[src/rtl/microstep_executor_if.sv]
// -----------------------------------------------------------------------------
// microstep_executor_if
// Bundles the sequencer handshake, memory acknowledge, ALU status and the
// datapath control word of the micro-step executor.
//   master : sequencer/datapath side (drives step_code, step_valid, mem_ack,
//            alu_zero; observes ready, strobes, zero flag and halt)
//   slave  : executor side (the reverse)
// -----------------------------------------------------------------------------
interface microstep_executor_if #(
  parameter int SM_SIG_LEN = 6,
  parameter int ALU_OP_LEN = 4
);
  logic [SM_SIG_LEN-1:0] step_code;
  logic                  step_valid;
  logic                  step_ready;
  logic                  mem_ack;
  logic                  alu_zero;
  logic                  ar_ld;
  logic                  pc_inc;
  logic                  pc_ld;
  logic                  ir_ld;
  logic                  reg_wr;
  logic                  mem_rd;
  logic                  mem_wr;
  logic [ALU_OP_LEN-1:0] alu_op;
  logic                  alu_en;
  logic                  z_out;
  logic                  halted;

  modport master (
    output step_code, step_valid, mem_ack, alu_zero,
    input  step_ready, ar_ld, pc_inc, pc_ld, ir_ld, reg_wr,
           mem_rd, mem_wr, alu_op, alu_en, z_out, halted
  );

  modport slave (
    input  step_code, step_valid, mem_ack, alu_zero,
    output step_ready, ar_ld, pc_inc, pc_ld, ir_ld, reg_wr,
           mem_rd, mem_wr, alu_op, alu_en, z_out, halted
  );
endinterface

[src/rtl/microstep_executor.sv]
// -----------------------------------------------------------------------------
// microstep_executor
// Accepts micro-step codes from the sequencer over a valid/ready handshake and
// drives a registered, single-cycle datapath control word for each step.
// Memory steps hold mem_rd/mem_wr until mem_ack, then issue a one-cycle
// completion strobe. Owns the zero flag (updated only on ALU steps) and the
// halt state entered by step 57.
// Ports:
//   clk   : rising-edge clock
//   rst_n : asynchronous active-low reset
//   bus   : slave side of microstep_executor_if (step_code/step_valid/
//           step_ready handshake, mem_ack, alu_zero, datapath strobes,
//           mem_rd/mem_wr, alu_op/alu_en, z_out, halted)
// -----------------------------------------------------------------------------
module microstep_executor #(
  parameter int SM_SIG_LEN = 6,
  parameter int ALU_OP_LEN = 4
) (
  input  logic                 clk,
  input  logic                 rst_n,
  microstep_executor_if.slave  bus
);

  typedef enum logic [1:0] {
    IDLE     = 2'd0,
    EXEC     = 2'd1,
    MEM_WAIT = 2'd2,
    HALT     = 2'd3
  } state_t;

  // Full registered control word; halt is carried alongside the strobes so the
  // halted output is registered exactly like everything else.
  typedef struct packed {
    logic                  halt;
    logic                  alu_en;
    logic [ALU_OP_LEN-1:0] alu_op;
    logic                  mem_wr;
    logic                  mem_rd;
    logic                  reg_wr;
    logic                  ir_ld;
    logic                  pc_ld;
    logic                  pc_inc;
    logic                  ar_ld;
  } ctl_t;

  localparam ctl_t CTL_NONE = ctl_t'({(ALU_OP_LEN+9){1'b0}});

  // Decode one step code into the control word it produces when executed.
  function automatic ctl_t decode_step(input logic [SM_SIG_LEN-1:0] c);
    ctl_t d;
    d = CTL_NONE;
    if ((c >= 6'd36) && (c <= 6'd51)) begin
      d.alu_en = 1'b1;
      d.reg_wr = 1'b1;
      d.alu_op = ALU_OP_LEN'(c - 6'd36);
    end else begin
      case (c)
        6'd1, 6'd4, 6'd8, 6'd18, 6'd21:                d.ar_ld  = 1'b1;
        6'd2, 6'd5, 6'd9, 6'd19, 6'd22, 6'd52:         d.mem_rd = 1'b1;
        6'd10, 6'd25, 6'd28:                           d.mem_wr = 1'b1;
        6'd3: begin
          d.ir_ld  = 1'b1;
          d.pc_inc = 1'b1;
        end
        6'd6, 6'd11, 6'd13, 6'd15, 6'd17, 6'd20,
        6'd23, 6'd26, 6'd29, 6'd32, 6'd35, 6'd54:      d.pc_inc = 1'b1;
        6'd7, 6'd12, 6'd14, 6'd16, 6'd24,
        6'd27, 6'd30, 6'd31, 6'd33, 6'd34:             d.reg_wr = 1'b1;
        6'd53:                                         d.pc_ld  = 1'b1;
        6'd57:                                         d.halt   = 1'b1;
        default:                                       d = CTL_NONE;
      endcase
    end
    return d;
  endfunction

  state_t                state_r;
  state_t                state_nxt_s;
  ctl_t                  ctl_r;
  ctl_t                  ctl_nxt_s;
  ctl_t                  dec_s;
  logic                  ready_r;
  logic                  ready_nxt_s;
  logic [SM_SIG_LEN-1:0] code_r;
  logic                  z_r;

  assign dec_s = decode_step(bus.step_code);

  // State register.
  always_ff @(posedge clk or negedge rst_n) begin
    if (!rst_n) begin
      state_r <= IDLE;
    end else begin
      state_r <= state_nxt_s;
    end
  end

  // Next-state logic.
  always_comb begin
    state_nxt_s = state_r;
    case (state_r)
      IDLE: begin
        if (bus.step_valid) begin
          if (dec_s.halt) begin
            state_nxt_s = HALT;
          end else if (dec_s.mem_rd || dec_s.mem_wr) begin
            state_nxt_s = MEM_WAIT;
          end else begin
            state_nxt_s = EXEC;
          end
        end else begin
          state_nxt_s = IDLE;
        end
      end
      EXEC: state_nxt_s = IDLE;
      MEM_WAIT: begin
        // The completion strobe cycle reuses EXEC, which then returns to IDLE.
        if (bus.mem_ack) begin
          state_nxt_s = EXEC;
        end else begin
          state_nxt_s = MEM_WAIT;
        end
      end
      HALT:    state_nxt_s = HALT;
      default: state_nxt_s = IDLE;
    endcase
  end

  // Output logic: control word and ready for the next cycle.
  always_comb begin
    ctl_nxt_s   = CTL_NONE;
    ready_nxt_s = 1'b0;
    case (state_r)
      IDLE: begin
        if (bus.step_valid) begin
          // Memory codes decode to just the request level; 57 to just halt.
          ctl_nxt_s = dec_s;
        end else begin
          ready_nxt_s = 1'b1;
        end
      end
      EXEC: ready_nxt_s = 1'b1;
      MEM_WAIT: begin
        if (bus.mem_ack) begin
          // Reads complete with a load strobe; writes complete silently.
          if (ctl_r.mem_rd) begin
            if (code_r == 6'd2) begin
              ctl_nxt_s.ir_ld = 1'b1;
            end else begin
              ctl_nxt_s.reg_wr = 1'b1;
            end
          end else begin
            ctl_nxt_s = CTL_NONE;
          end
        end else begin
          ctl_nxt_s.mem_rd = ctl_r.mem_rd;
          ctl_nxt_s.mem_wr = ctl_r.mem_wr;
        end
      end
      HALT:    ctl_nxt_s.halt = 1'b1;
      default: ctl_nxt_s = CTL_NONE;
    endcase
  end

  // Registered control word and handshake ready.
  always_ff @(posedge clk or negedge rst_n) begin
    if (!rst_n) begin
      ctl_r   <= CTL_NONE;
      ready_r <= 1'b1;
    end else begin
      ctl_r   <= ctl_nxt_s;
      ready_r <= ready_nxt_s;
    end
  end

  // Latch the accepted step code for the memory completion decision.
  always_ff @(posedge clk or negedge rst_n) begin
    if (!rst_n) begin
      code_r <= {SM_SIG_LEN{1'b0}};
    end else if ((state_r == IDLE) && bus.step_valid) begin
      code_r <= bus.step_code;
    end else begin
      code_r <= code_r;
    end
  end

  // Zero flag samples alu_zero during the ALU step's EXEC cycle only.
  always_ff @(posedge clk or negedge rst_n) begin
    if (!rst_n) begin
      z_r <= 1'b0;
    end else if ((state_r == EXEC) && ctl_r.alu_en) begin
      z_r <= bus.alu_zero;
    end else begin
      z_r <= z_r;
    end
  end

  assign bus.step_ready = ready_r;
  assign bus.ar_ld      = ctl_r.ar_ld;
  assign bus.pc_inc     = ctl_r.pc_inc;
  assign bus.pc_ld      = ctl_r.pc_ld;
  assign bus.ir_ld      = ctl_r.ir_ld;
  assign bus.reg_wr     = ctl_r.reg_wr;
  assign bus.mem_rd     = ctl_r.mem_rd;
  assign bus.mem_wr     = ctl_r.mem_wr;
  assign bus.alu_op     = ctl_r.alu_op;
  assign bus.alu_en     = ctl_r.alu_en;
  assign bus.halted     = ctl_r.halt;
  assign bus.z_out      = z_r;

endmodule

[src/flat_wrapper.sv]
// flat-port wrapper written by rule: the top's interface ports become plain ports
module microstep_executor_flat 
#(
  parameter int SM_SIG_LEN = 6,
  parameter int ALU_OP_LEN = 4
)
  (clk, rst_n, bus_step_code, bus_step_valid, bus_mem_ack, bus_alu_zero, bus_step_ready, bus_ar_ld, bus_pc_inc, bus_pc_ld, bus_ir_ld, bus_reg_wr, bus_mem_rd, bus_mem_wr, bus_alu_op, bus_alu_en, bus_z_out, bus_halted);
  microstep_executor_if #(.SM_SIG_LEN(SM_SIG_LEN), .ALU_OP_LEN(ALU_OP_LEN)) bus_i ();
  input  logic clk;
  input  logic rst_n;
  input wire logic [$bits(bus_i.step_code)-1:0] bus_step_code;
  input wire logic [$bits(bus_i.step_valid)-1:0] bus_step_valid;
  input wire logic [$bits(bus_i.mem_ack)-1:0] bus_mem_ack;
  input wire logic [$bits(bus_i.alu_zero)-1:0] bus_alu_zero;
  output wire logic [$bits(bus_i.step_ready)-1:0] bus_step_ready;
  output wire logic [$bits(bus_i.ar_ld)-1:0] bus_ar_ld;
  output wire logic [$bits(bus_i.pc_inc)-1:0] bus_pc_inc;
  output wire logic [$bits(bus_i.pc_ld)-1:0] bus_pc_ld;
  output wire logic [$bits(bus_i.ir_ld)-1:0] bus_ir_ld;
  output wire logic [$bits(bus_i.reg_wr)-1:0] bus_reg_wr;
  output wire logic [$bits(bus_i.mem_rd)-1:0] bus_mem_rd;
  output wire logic [$bits(bus_i.mem_wr)-1:0] bus_mem_wr;
  output wire logic [$bits(bus_i.alu_op)-1:0] bus_alu_op;
  output wire logic [$bits(bus_i.alu_en)-1:0] bus_alu_en;
  output wire logic [$bits(bus_i.z_out)-1:0] bus_z_out;
  output wire logic [$bits(bus_i.halted)-1:0] bus_halted;
  assign bus_i.step_code = bus_step_code;
  assign bus_i.step_valid = bus_step_valid;
  assign bus_i.mem_ack = bus_mem_ack;
  assign bus_i.alu_zero = bus_alu_zero;
  assign bus_step_ready = bus_i.step_ready;
  assign bus_ar_ld = bus_i.ar_ld;
  assign bus_pc_inc = bus_i.pc_inc;
  assign bus_pc_ld = bus_i.pc_ld;
  assign bus_ir_ld = bus_i.ir_ld;
  assign bus_reg_wr = bus_i.reg_wr;
  assign bus_mem_rd = bus_i.mem_rd;
  assign bus_mem_wr = bus_i.mem_wr;
  assign bus_alu_op = bus_i.alu_op;
  assign bus_alu_en = bus_i.alu_en;
  assign bus_z_out = bus_i.z_out;
  assign bus_halted = bus_i.halted;
  microstep_executor #(.SM_SIG_LEN(SM_SIG_LEN), .ALU_OP_LEN(ALU_OP_LEN)) u_core (.clk(clk), .rst_n(rst_n), .bus(bus_i));
endmodule
[config.mk]
export PLATFORM = sky130hd
export DESIGN_NAME = microstep_executor_flat
export DESIGN_NICKNAME = d
export VERILOG_FILES = /design/src/rtl/microstep_executor_if.sv /design/src/rtl/microstep_executor.sv /design/src/flat_wrapper.sv
export SDC_FILE = /design/constraint.sdc
export NUM_CORES = 1
export LEC_CHECK = 0
export CAP_MARGIN = 20
export CORE_ASPECT_RATIO = 0.7
export CORE_MARGIN = 5
export CORE_UTILIZATION = 35
export CTS_CLUSTER_DIAMETER = 80
export DETAILED_ROUTE_END_ITERATION = 16
export SKIP_CTS_REPAIR_TIMING = 1
export SLEW_MARGIN = 15
export SYNTH_ARGS = -nofsm -noshare
export SYNTH_HDL_FRONTEND = slang
export SYNTH_SLANG_ARGS = --single-unit
[constraint.sdc]
create_clock -name clk -period 3.8 [get_ports clk]
set_clock_uncertainty 0.2 [all_clocks]
set_input_delay 0.76 -clock clk [delete_from_list [all_inputs] [get_ports clk]]
set_output_delay 0.76 -clock clk [all_outputs]
set_load 0.005 [all_outputs]
==> Word level (Yosys, flattened, before mapping) <==
Cells that the tools add are included.
{ "totals": {"ff_bits": 23, "inputBits": 11, "output_inout_bits": 15, "word_cells": 99} }
{ "classes": {"n_addsub": 1, "n_lt_le_gt_ge": 2, "n_eq_ne": 44, "n_mux": 28, "reduce_logical": 10} }
{ "op_table": {"columns": ["op", "n"], "rows": [
  ["$eq A6 B5 Y1 const B", 16],
  ["$eq A6 B4 Y1 const B", 8],
  ["$eq A6 B6 Y1 const B", 8],
  ["$eq A6 B3 Y1 const B", 4],
  ["$pmux W12 S2", 1],
  ["$eq A6 B2 Y1 const B", 3],
  ["$mux W2", 7],
  ["$mux W1", 13],
  ["$mux W13", 1],
  ["$reduce_or A13 Y1", 1],
  ["$mux W5", 2],
  ["$reduce_or A10 Y1", 1],
  ["$pmux W2 S4", 1],
  ["$eq A6 B1 Y1 const B", 1],
  ["$ge A6 B6 Y1 const B", 1],
  ["$le A6 B6 Y1 const B", 1],
  ["$reduce_or A6 Y1", 1],
  ["$reduce_or A5 Y1", 1],
  ["$eq A2 B2 Y1 const B", 2],
  ["$mux W4", 1],
  ["$pmux W1 S2", 2],
  ["$sub A4 B3 Y4 const B", 1],
  ["$logic_and A1 B1 Y1", 3],
  ["$reduce_or A3 Y1", 1],
  ["other kinds (4)", 4]
]} }

==> Depth between registers and ports, before layout <==
{ "logic_depth": {"word_depth": 9, "ltp_mapped": 7, "depth_no_buf": 7} }

==> Worst setup path after synthesis <==
Ideal clock, no wire load.
{ "synth_path": {"path_kind": "input -> register", "from": "input bus_step_code[2]", "to": "register u_core.ctl_r, in the netlist u_core.bus.reg_wr", "setup_time_ps": 131, "arrival_time_ps": 1874, "required_ps": 3469, "path_slack_ps": 1594, "path_stages": 6, "path_buffers": 0, "path_cell_list": "inv_1 > ha_1 > and3_1 > o22ai_2 > nor2_1 > or3_1"} }
{ "synth_rtl": {"columns": ["element", "line_no", "text"], "rows": [
  ["start: declaration", "flat_wrapper.sv:11", "input wire logic [$bits(bus_i.step_code)-1:0] bus_step_code;"],
  ["end signal: assignment", "microstep_executor.sv:171", "ctl_r <= ctl_nxt_s;"],
  ["end: declaration", "microstep_executor.sv:79", "ctl_t ctl_r;"]
]} }

==> results by group <==
Outcome
  – Status: complete, no violations

Min path
  – Worst hold path type: in2async

Global route
  – First-pass GRT wire length: a little over 5000 um
  – Number of global-route vias before repair: approximately 1,100
  – Initial antenna violation count: 0
  – Grt total ovfl: 0
  – Total track usage: between 10% and 20%
  – Largest net degree at the start of global routing: 24

Clock network
  – CTS tree: built
  – CTS Root Cell: clkbuf_8
  – Clock sinks: 23
  – H-tree levels: 1
  – Worst-path clk slew: about 0.080 ns
  – Clk buf depth: 2
  – Num CTS Buffers: 3
  – Worst skew pair latency: ~0.26 ns

Pwr
  – LEAKAGE: between 0.7 and 0.8 nW
  – Peak VDD IR: around 0.14 mV
  – Pwr dens: about 340 mW/mm2

Final layout
  – Multi-input gate area: 738 um2
  – Share of cells above drive strength 1: approximately a tenth
  – Post-layout util: between 40 and 50%
  – Area growth, synth to finish: 21.6%
  – Reg area: a little under 600 um2
  – Fillers: 374
  – Final Instance Area: 0.00169 mm2
  – ANT cells: 0
  – Layout net count: ~190

Timing
  – Final critical-path required period: 2.70 ns
  – RSZ-0062 raised after global routing: no
  – Fin crit share: a little under three quarters
  – Slew headroom: between 50 and 60%
  – Least-Margin Pin Slew: roughly 0.73 ns
  – Final setup viols: 0
  – Peak Freq: around 370 MHz
  – Sum Neg Setup Slack: 0 ns
  – Fin Hold WS: between 0.2 and 0.3 ns
  – Final Hold Fails: 0
  – Worst Setup Slack, final: between 1 and 1.5 ns
  – Slew Limit Fails: 0

Floorplan
  – Die width: ~85 um
  – Row cnt: 19
  – Io pins: 26
  – Core area: about 0.0039 mm2
  – Die height: approximately 63 um
  – Die Area: 0.00535 mm2
  – Starting Density: 35.9%

Worst setup path
  – Crit start category: primary input
  – Reg2Reg Launch Point: u_core.state_r[0]$_DFF_PN0_
  – Worst path arrival time: between 2 and 3 ns
  – Required @ worst endpoint: ~3.8 ns
  – Worst R2R Path Depth: 7
  – Critical Path Fanout Max: 7
  – Critical path startpoint: bus_step_code[2]
  – Critical path class: in2reg
  – CP Capture Type: flop

Synth
  – Syn_nets: 165
  – Synth unique cells: 43
  – Avg Inst Size Synth: 9.59 um2
  – Count leader, synth: dfrtp_1
  – Share of the synthesized area in the top cell type: between 30% and 40%
  – FFs w/ async S/R, synth: 100%
  – Synth area leader: dfrtp_1
  – Mapped cell area: ~0.0014 mm2
  – Number of synthesized flops with an enable pin: 0
  – Synthesized flop and latch total: 23
  – Cells after Synth: 145
  – Register area share after synthesis: 41.5%
  – Synth warn: 0
  – Synth cell count leaders: dfrtp_1 (22), nand2_1 (14), nor2_1 (11)
  – Top post-synthesis cells by area: dfrtp_1 (40%), ha_1 (8.1%), nand2_1 (3.8%)
  – Top_reg_cell synth: dfrtp_1

Detailed routing
  – Vias post-DR: 1,093
  – WL final: a little over 3000 um
  – Vias per cell: between 5 and 6
  – DRT antenna net count: 0
  – DRC violations left: 0
  – DR iter-0 viols: 71
  – WL per Instance: about 14 um
  – First-pass DRT Iterations: 4

Placed design
  – Placed inst area: 0.00165 mm2
  – Number of I/O port buffers: 25
  – DP Worst Slack: about 0.82 ns
  – Post-DP HPWL: roughly 2200 um
  – RePlAce Congestion: approximately 0.77

Flow run
  – Max-cap violations: 0
metal layers:
| metal | wire, um | vias to the layer above | GRT usage (%) |
|---|---|---|---|
| met5 | 0 | - | 0 |
| met4 | 13 | 0 | 2.96 |
| met3 | 205 | 2 | 2.64 |
| met2 | 1340 | 35 | 18.0 |
| met1 | 1510 | 506 | 16.5 |
| li1 | - | 550 | - |
power breakdown:
group | switching [mW] | internal (mW) | total (mW)
combinational | 0.0666 | 0.0659 | 0.133
sequential | 0.0130 | 0.273 | 0.286
clock | 0.0784 | 0.0731 | 0.152
state kept, by name, indices dropped and copies added, names as in the netlist:
register and count:
u_core.code_r 6, u_core.bus.alu_en 1, u_core.bus.ar_ld 1, u_core.bus.mem_rd 1, u_core.bus.alu_op 4, u_core.bus.z_out 1, u_core.bus.mem_wr 1, u_core.state_r 2
u_core.bus.step_ready 1, u_core.bus.pc_inc 1, u_core.bus.reg_wr 1, u_core.bus.halted 1, u_core.bus.ir_ld 1, u_core.bus.pc_ld 1
worst max-delay path, cell delays in order:
cell and delay, ns:
clkdlybuf4s50_1 0.53, inv_1 0.11, ha_1 0.31, and3_1 0.26, o22ai_2 0.18, nor2_1 0.12
or3_1 0.37
cell usage in the layout, fill, tap and decap left out, types with 3 or more instances in the layout:
| master | netlist | final |
|---|---|---|
| a21oi_1 | 6 | 6 |
| and2_1 | 3 | 3 |
| and3_1 | 3 | 3 |
| clkbuf_8 | 0 | 3 |
| clkdlybuf4s50_1 | 0 | 24 |
| dfrtp_1 | 22 | 22 |
| ha_1 | 9 | 9 |
| inv_1 | 5 | 5 |
| mux2_2 | 4 | 4 |
| nand2_1 | 14 | 14 |
| nand2b_1 | 7 | 7 |
| nand3_1 | 4 | 4 |
| nor2_1 | 11 | 11 |
| nor2b_1 | 3 | 3 |
| nor3_1 | 4 | 4 |
| o21ai_0 | 3 | 3 |
| o21bai_1 | 4 | 4 |
| o22ai_1 | 5 | 5 |
cell families (layout without fill, tap and decap cells):
group | count (synthesis) | count (layout) | synth area share [%]
adders and majority gates | 9 | 9 | 8.10
buffers and inverters | 14 | 34 | 5.40
xor gates and xnor gates | 1 | 1 | 0.630
and+or+nand+nor | 61 | 61 | 23.9
DFF | 23 | 23 | 41.5
AOI/OAI and AO/OA | 33 | 33 | 17.2
muxes | 4 | 4 | 3.24
cell type report:
type | instances | share of cell area [%]
multi-input combinational | 108 | 43.7
sequential | 23 | 34.1
timing repair buffer | 25 | 14.5
tap | 52 | 3.85
clock buffer | 3 | 2.44
inverter | 5 | 1.11
clock inverter | 1 | 0.296
path summary, 6_finish.rpt:
| kind | to | slack [ns] |
|---|---|---|
| worst max register to register | u_core.bus.reg_wr$_DFF_PN0_ | 1.76 |
| worst min-delay path | u_core.code_r[0]$_DFFE_PN0P_ | 0.26 |
| max in group asynchronous | u_core.bus.step_ready$_DFF_PN1_ | 2.77 |
| worst min register to register | u_core.bus.mem_wr$_DFFE_PN0N_ | 0.29 |
| min in group clk | u_core.bus.mem_wr$_DFFE_PN0N_ | 0.29 |
| worst max-delay path | u_core.bus.reg_wr$_DFF_PN0_ | 1.10 |
through the flow:
step,std cells,power [mW]
global route,217,0.606
finish,217,0.570
CTS,217,0.576
global placement,213,0.422
detailed placement,213,0.425
floorplan,145,0.370
(Power assumes the default switching activity.)
